[config.mk]
export PLATFORM = sky130hd
export DESIGN_NAME = mem_arbiter
export DESIGN_NICKNAME = d
export VERILOG_FILES = /design/src/rtl/mem_arbiter.sv
export SDC_FILE = /design/constraint.sdc
export NUM_CORES = 1
export LEC_CHECK = 0
export CAP_MARGIN = 20
export CELL_PAD_IN_SITES_DETAIL_PLACEMENT = 1
export CELL_PAD_IN_SITES_GLOBAL_PLACEMENT = 1
export CORE_MARGIN = 4
export CORE_UTILIZATION = 31
export DETAILED_ROUTE_END_ITERATION = 8
export HOLD_SLACK_MARGIN = 0.03
export MAX_ROUTING_LAYER = met4
export PLACE_DENSITY_LB_ADDON = 0.12
export SKIP_LAST_GASP = 1
export SLEW_MARGIN = 20
export SYNTH_ARGS = -nofsm -noshare
export SYNTH_HDL_FRONTEND = slang
export SYNTH_SLANG_ARGS = --single-unit
[constraint.sdc]
create_clock -name clk -period 8.4 [get_ports clk]
set_input_delay 1.68 -clock clk [delete_from_list [all_inputs] [get_ports clk]]
set_output_delay 1.68 -clock clk [all_outputs]
set_load 0.03 [all_outputs]
[src/rtl/mem_arbiter.sv]
// rtl/mem_arbiter.sv - round-robin arbiter sharing one BRAM port between fetch and data ports
module mem_arbiter #(
    parameter int TIMEOUT = 255
) (
    input  logic        clk,
    input  logic        reset,
    input  logic        i_valid,
    output logic        i_ready,
    input  logic [31:0] i_addr,
    output logic [31:0] i_rdata,
    input  logic        d_valid,
    output logic        d_ready,
    input  logic [31:0] d_addr,
    input  logic [31:0] d_wdata,
    input  logic [3:0]  d_wstrb,
    output logic [31:0] d_rdata,
    output logic        mem_valid,
    input  logic        mem_ready,
    output logic [31:0] mem_addr,
    output logic [31:0] mem_wdata,
    output logic [3:0]  mem_wstrb,
    input  logic [31:0] mem_rdata,
    output logic        err
);

    typedef enum logic {IDLE, BUSY} state_t;

    localparam logic [31:0] LIMIT = (TIMEOUT == 0) ? 32'd0 : 32'(TIMEOUT - 1);

    state_t      state, state_nx;
    logic        owner_i;       // 1 = fetch port owns the current transaction
    logic        last_i;        // 1 = fetch port was served last
    logic [31:0] cnt;
    logic        grant, grant_i, timeout_hit, done;

    always_comb begin
        state_nx    = state;
        grant       = 1'b0;
        grant_i     = 1'b0;
        timeout_hit = 1'b0;
        done        = 1'b0;
        i_ready     = 1'b0;
        d_ready     = 1'b0;
        i_rdata     = 32'h0;
        d_rdata     = 32'h0;
        case (state)
            IDLE: begin
                if (i_valid || d_valid) begin
                    grant    = 1'b1;
                    grant_i  = i_valid && (!d_valid || !last_i);
                    state_nx = BUSY;
                end
            end
            BUSY: begin
                // A real completion beats the timeout when both land together.
                timeout_hit = (TIMEOUT != 0) && (cnt == LIMIT) && !mem_ready;
                done        = mem_ready || timeout_hit;
                if (done) begin
                    state_nx = IDLE;
                    i_ready  = owner_i;
                    d_ready  = !owner_i;
                    if (mem_ready) begin
                        i_rdata = owner_i ? mem_rdata : 32'h0;
                        d_rdata = owner_i ? 32'h0 : mem_rdata;
                    end
                end
            end
            default: state_nx = IDLE;
        endcase
    end

    always_ff @(posedge clk or posedge reset) begin
        if (reset) begin
            state <= IDLE;
        end else begin
            state <= state_nx;
        end
    end

    always_ff @(posedge clk or posedge reset) begin
        if (reset) begin
            owner_i   <= 1'b0;
            last_i    <= 1'b0;
            cnt       <= 32'h0;
            err       <= 1'b0;
            mem_valid <= 1'b0;
            mem_addr  <= 32'h0;
            mem_wdata <= 32'h0;
            mem_wstrb <= 4'h0;
        end else if (grant) begin
            owner_i   <= grant_i;
            mem_valid <= 1'b1;
            cnt       <= 32'h0;
            mem_addr  <= grant_i ? i_addr : d_addr;
            mem_wdata <= grant_i ? 32'h0 : d_wdata;
            mem_wstrb <= grant_i ? 4'h0 : d_wstrb;
        end else if (state == BUSY) begin
            if (cnt != 32'hFFFF_FFFF) begin
                cnt <= cnt + 32'h1;
            end
            if (done) begin
                mem_valid <= 1'b0;
                last_i    <= owner_i;
                if (timeout_hit) begin
                    err <= 1'b1;
                end
            end
        end
    end

endmodule

# Yosys cells after proc, flatten, opt, wreduce, memory -nomap -nowiden
# Index checks and enable logic that the tools add are counted.
# word_totals
regBits,105
input_bits,137
output_inout_bits,136
word_cells,59
# op_classes
n_addsub,1
n_eq_ne,2
muxes,29
bitwise_logic,2
reduce_logical,16
# ops
operator,count
$mux 32,13
$add 32x1->32 const B,1
$eq 32x8->1 const B,1
$ne 32x32->1 const B,1
$mux 1,14
$reduce_bool 2->1,3
$logic_not 1->1,4
$mux 4,1
$reduce_and 2->1,2
$reduce_and 4->1,1
$logic_or 1x1->1,3
$reduce_and 3->1,1
$logic_and 1x1->1,2
$not 1->1,2
$pmux 1 s2,1

# Longest topological paths before layout
# depth
ltp_word,7
ltp_mapped,8
depth_no_buf,6

# Least setup slack after synthesis
# Ideal clock, no wire load.
# synth_timing
path_type,input port to output port
startpoint,in mem_ready
endpoint,out i_rdata[10]
t_arrival_ns,2.402
slack_ns,4.318
path_stages,3
cell_sequence,nand2_1 > buf_1 > nor2_1
# synth_between
elab_chain_len,5
word_cells_on_any_way,6
# synth_rtl
element,line_no,rtl
"start, declared",18,"input logic mem_ready,"
$logic_not 1->1,56,timeout_hit = (TIMEOUT != 0) && (cnt == LIMIT) && !mem_ready;
$logic_and 1x1->1,56,
$logic_or 1x1->1,57,done = mem_ready || timeout_hit;
$mux 32 *,58,if (done) begin
$mux 32 *,46,case (state)
"end, declared",10,"output logic [31:0] i_rdata,"
# Mark *: on every way between the ends. The rest lies on a longest branch, timed or not.

# Worst setup path after layout
# layout_timing
startpoint,in mem_ready
endpoint,out d_rdata[27]
# layout_between
elab_chain_len,5
word_cells_on_any_way,6
# layout_rtl
element,line_no,rtl
$logic_not 1->1,56,
$logic_and 1x1->1,56,
$logic_or 1x1->1,57,
$mux 32 *,58,
$mux 32 *,46,
"end, declared",16,"output logic [31:0] d_rdata,"
# Marked as above.

==> reports/metrics.cfg <==
[cts]
cts.htree.levels = 3
insertion_delay_ps = 360
cts_root_buf = clkbuf_16
clkTransAtPathRegs_ps = 70
cts_resized = 0
cts_tree = yes
clock-sinks = 105
cts_setup_buffers = 0
postCtsHoldBufs = 0
cts-buffers-inserted = 9
clock_path_buffers = 2

[synth]
synth_area_leaders = dfrtp_1 49%, nor2_1 6.3%, mux2i_1 6.1%, nand2_1 6.1%, a22o_1 5.8%
ys_ff_latch = 105
ys_warn_count = 0
synth_area_sq_um = 5390
synth_cell_types = 51
syn_nets = 711
synth_top_cell_by_area = dfrtp_1
synthesis.area_per_instance_sq_um = 9.43
synth_edf_count = 0
synth_most_common_cell = dfrtp_1
yosysTopAreaCellShare_pct = 48.7
synthArstFlopShare_pct = 100
synth_ff_type = dfrtp_1
netlist_instances = 572
synthTopCellsByCount = 105 x dfrtp_1, 91 x nor2_1, 88 x nand2_1
ys_seq_area_share_pct = 48.7

[drt]
vias_per_cell = 5.11
drt_first_pass_iters = 4
final_antenna_net_count = 0
via_count = 5326
avgRoutedWirePerCell_um = 18.9
drc = 0
drtIter0Drc = 321
wirelength_mm = 19.7

[timing]
finalSetupViolCount = 0
worst_slack_ps = 2840
finalCritPeriodShare_pct = 66.2
relSlewSlack_pct = 32.4
finalSetupTns_ps = 0
hold_violations = 0
fin_crit_ps = 5560
tightestPinTransition_ps = 1010
slew_viol_final = 0
rsz0062_at_grt = false
skew_ps = 16.4
fmax_mhz = 180

[critical_path]
r2r_cells = 7
critical_path.endpoint_type = output pin
worstSetupPathType = input pin to output pin
rr_endpoint = mem_wdata[21]
crit_family = buffers and inverters
cp.required_ps = 6720
rrSetupSlack_ps = 5570
crit_path_max_incr_delay_ps = 720
reg2reg_from = state
crit_slowest_cell = clkdlybuf4s50_1
critPathLaunchType = input pin
cp_max_fo = 32
path_cells = clkdlybuf4s50_1 > nand2_1 > nor2_1 > clkdlybuf4s50_1
crit_top_cell = clkdlybuf4s50_1
crit_buf_inv = 2
cp.arrival_ps = 3880

[placed_design]
io_buffer_count = 272
post-place-ws_ps = 2850
place_hpwl_mm = 15.1
place_congestion = 0.887

[final_layout]
fill_cells = 1904
multiInputGateArea_sq_um = 2540
fin_nets = 957
seqCellArea_sq_um = 2630
drive_above_1_share_pct = 4.86
num_antenna_cells = 0
area_growth_pct = 58.4
postLayoutCoreUtil_pct = 50.8

[global_route]
top_usage_layer = met2
antenna_found_initial = 0
use_met3_pct = 5.86
grt_use_met1_pct = 23.5
met2_usage_pct = 35.8
grt_max_degree = 115
gr-total-overflow = 0
grt_pass1_wl_mm = 31.9
grt_use_total_pct = 20.8
grt_pass1_vias = 5879

[floorplanning]
start_util_pct = 32.1
ioPinCount = 273
die_area_sq_um = 19600
die_y_um = 140
die_x_um = 140
coreArea_sq_um = 16800
rows = 47

[min_path]
hold_end = err
min_path_type = flop to flop
hp-start = err
whs_path_depth = 2

[flow_run]
max-cap-violations = 0

[power_and_ir_drop]
p_leak_nw = 3.53
power.density_nw_per_um2 = 257
finalPower_mw = 2.20
peakVddDrop_mv = 0.130

[run_status]
outcome = finished clean

-- registers in the layout, summed over array words and instances, names as in the netlist --
| name | count |
|---|---|
| cnt | 32 |
| mem_addr | 32 |
| mem_wdata | 32 |
| mem_wstrb | 4 |
| err | 1 |
| last_i | 1 |
| mem_valid | 1 |
| owner_i | 1 |
| state | 1 |
-- metrics by stage --
stage,std cells,area [sq um],hold WS [ps]
after floorplan,572,5390,469
after global placement,1027,8230,448
after detailed placement,1027,8230,463
after CTS,1043,8540,481
after global routing,1043,8540,501
final,1043,8540,477
-- area by class of cell --
| class | instances | area share, % |
|---|---|---|
| Multi-Input combinational cell | 419 | 29.7 |
| Clock inverter | 7 | 0.937 |
| Inverter | 5 | 0.249 |
| Sequential cell | 105 | 30.8 |
| Clock buffer | 9 | 2.64 |
| Timing Repair Buffer | 278 | 32.4 |
| Tap cell | 220 | 3.22 |
-- layer usage --
layer	vias to the layer above	share of wire (%)
met3	30	6.6
met4	0	2.4
met1	2601	39
met5	-	0
met2	183	52
li1	2512	-
-- power breakdown --
group	internal [mW]	leakage (nW)	total, mW	switching (mW)
combinational	0.421	2.03	1.04	0.620
sequential	0.636	1.36	0.727	0.0914
clock	0.213	0.146	0.431	0.218
total	1.27	3.53	2.20	0.929
-- worst min-delay path, stage by stage (launching register included) --
cell and delay, ps:
dfrtp_1 350, inv_1 50, o31ai_1 50
-- cells by family (layout without fill, tap and decap cells) --
logic type | count (synthesis) | count (layout) | synth area share, %
DFF | 105 | 105 | 48.7
adders and majority gates | 2 | 2 | 0.464
buffers and inverters | 48 | 299 | 4.66
muxes | 33 | 33 | 6.13
xor gates and xnor gates | 15 | 15 | 2.44
and+or+nand+nor | 255 | 255 | 22.9
AOI/OAI and AO/OA | 114 | 114 | 14.6
-- placed cells by master (no fill, tap or decap), types with 2 or more instances in the layout --
master           netlist  final
a31oi_1                4      4
mux2i_1               33     33
o41ai_1                2      2
or3_1                  4      4
inv_6                  0      2
ha_1                   2      2
nand4_1               10     10
nand2_1               88     88
a211oi_1               4      4
and4_2                 2      2
xnor2_1               14     14
o21ai_0               37     37
dfrtp_1              105    105
o31ai_1                5      5
o21ai_1                5      4
a22o_1                36     36
and3_1                 3      3
and4_1                 6      6
nor4_1                 7      7
a21oi_1                6      6
nor2_1                91     89
nand2b_1               3      3
nand3_1               17     17
nor3_1                 6      6
inv_8                  0      2
clkdlybuf4s50_1        0    272
o211ai_1               5      5
nor4_4                 3      3
a2bb2oi_1              2      2
or4_1                  7      7
inv_1                  4      3
buf_4                  0      5
nor2_2                 0      2
clkinv_8               0      2
clkbuf_16              0      9
-- how the worst max path moves through the flow --
| stage | start | cells past startpoint | to |
|---|---|---|---|
| 2_1_floorplan | reset | 1 | cnt[0] |
| 3_3_place_gp | mem_ready | 4 | i_rdata[5] |
| 3_5_place_dp | mem_ready | 4 | i_rdata[16] |
| 4_1_cts | mem_ready | 4 | d_rdata[27] |
| 5_1_grt | mem_ready | 4 | d_rdata[27] |
| 6_report | mem_ready | 4 | d_rdata[27] |
Power figures use the tool's default switching activity.
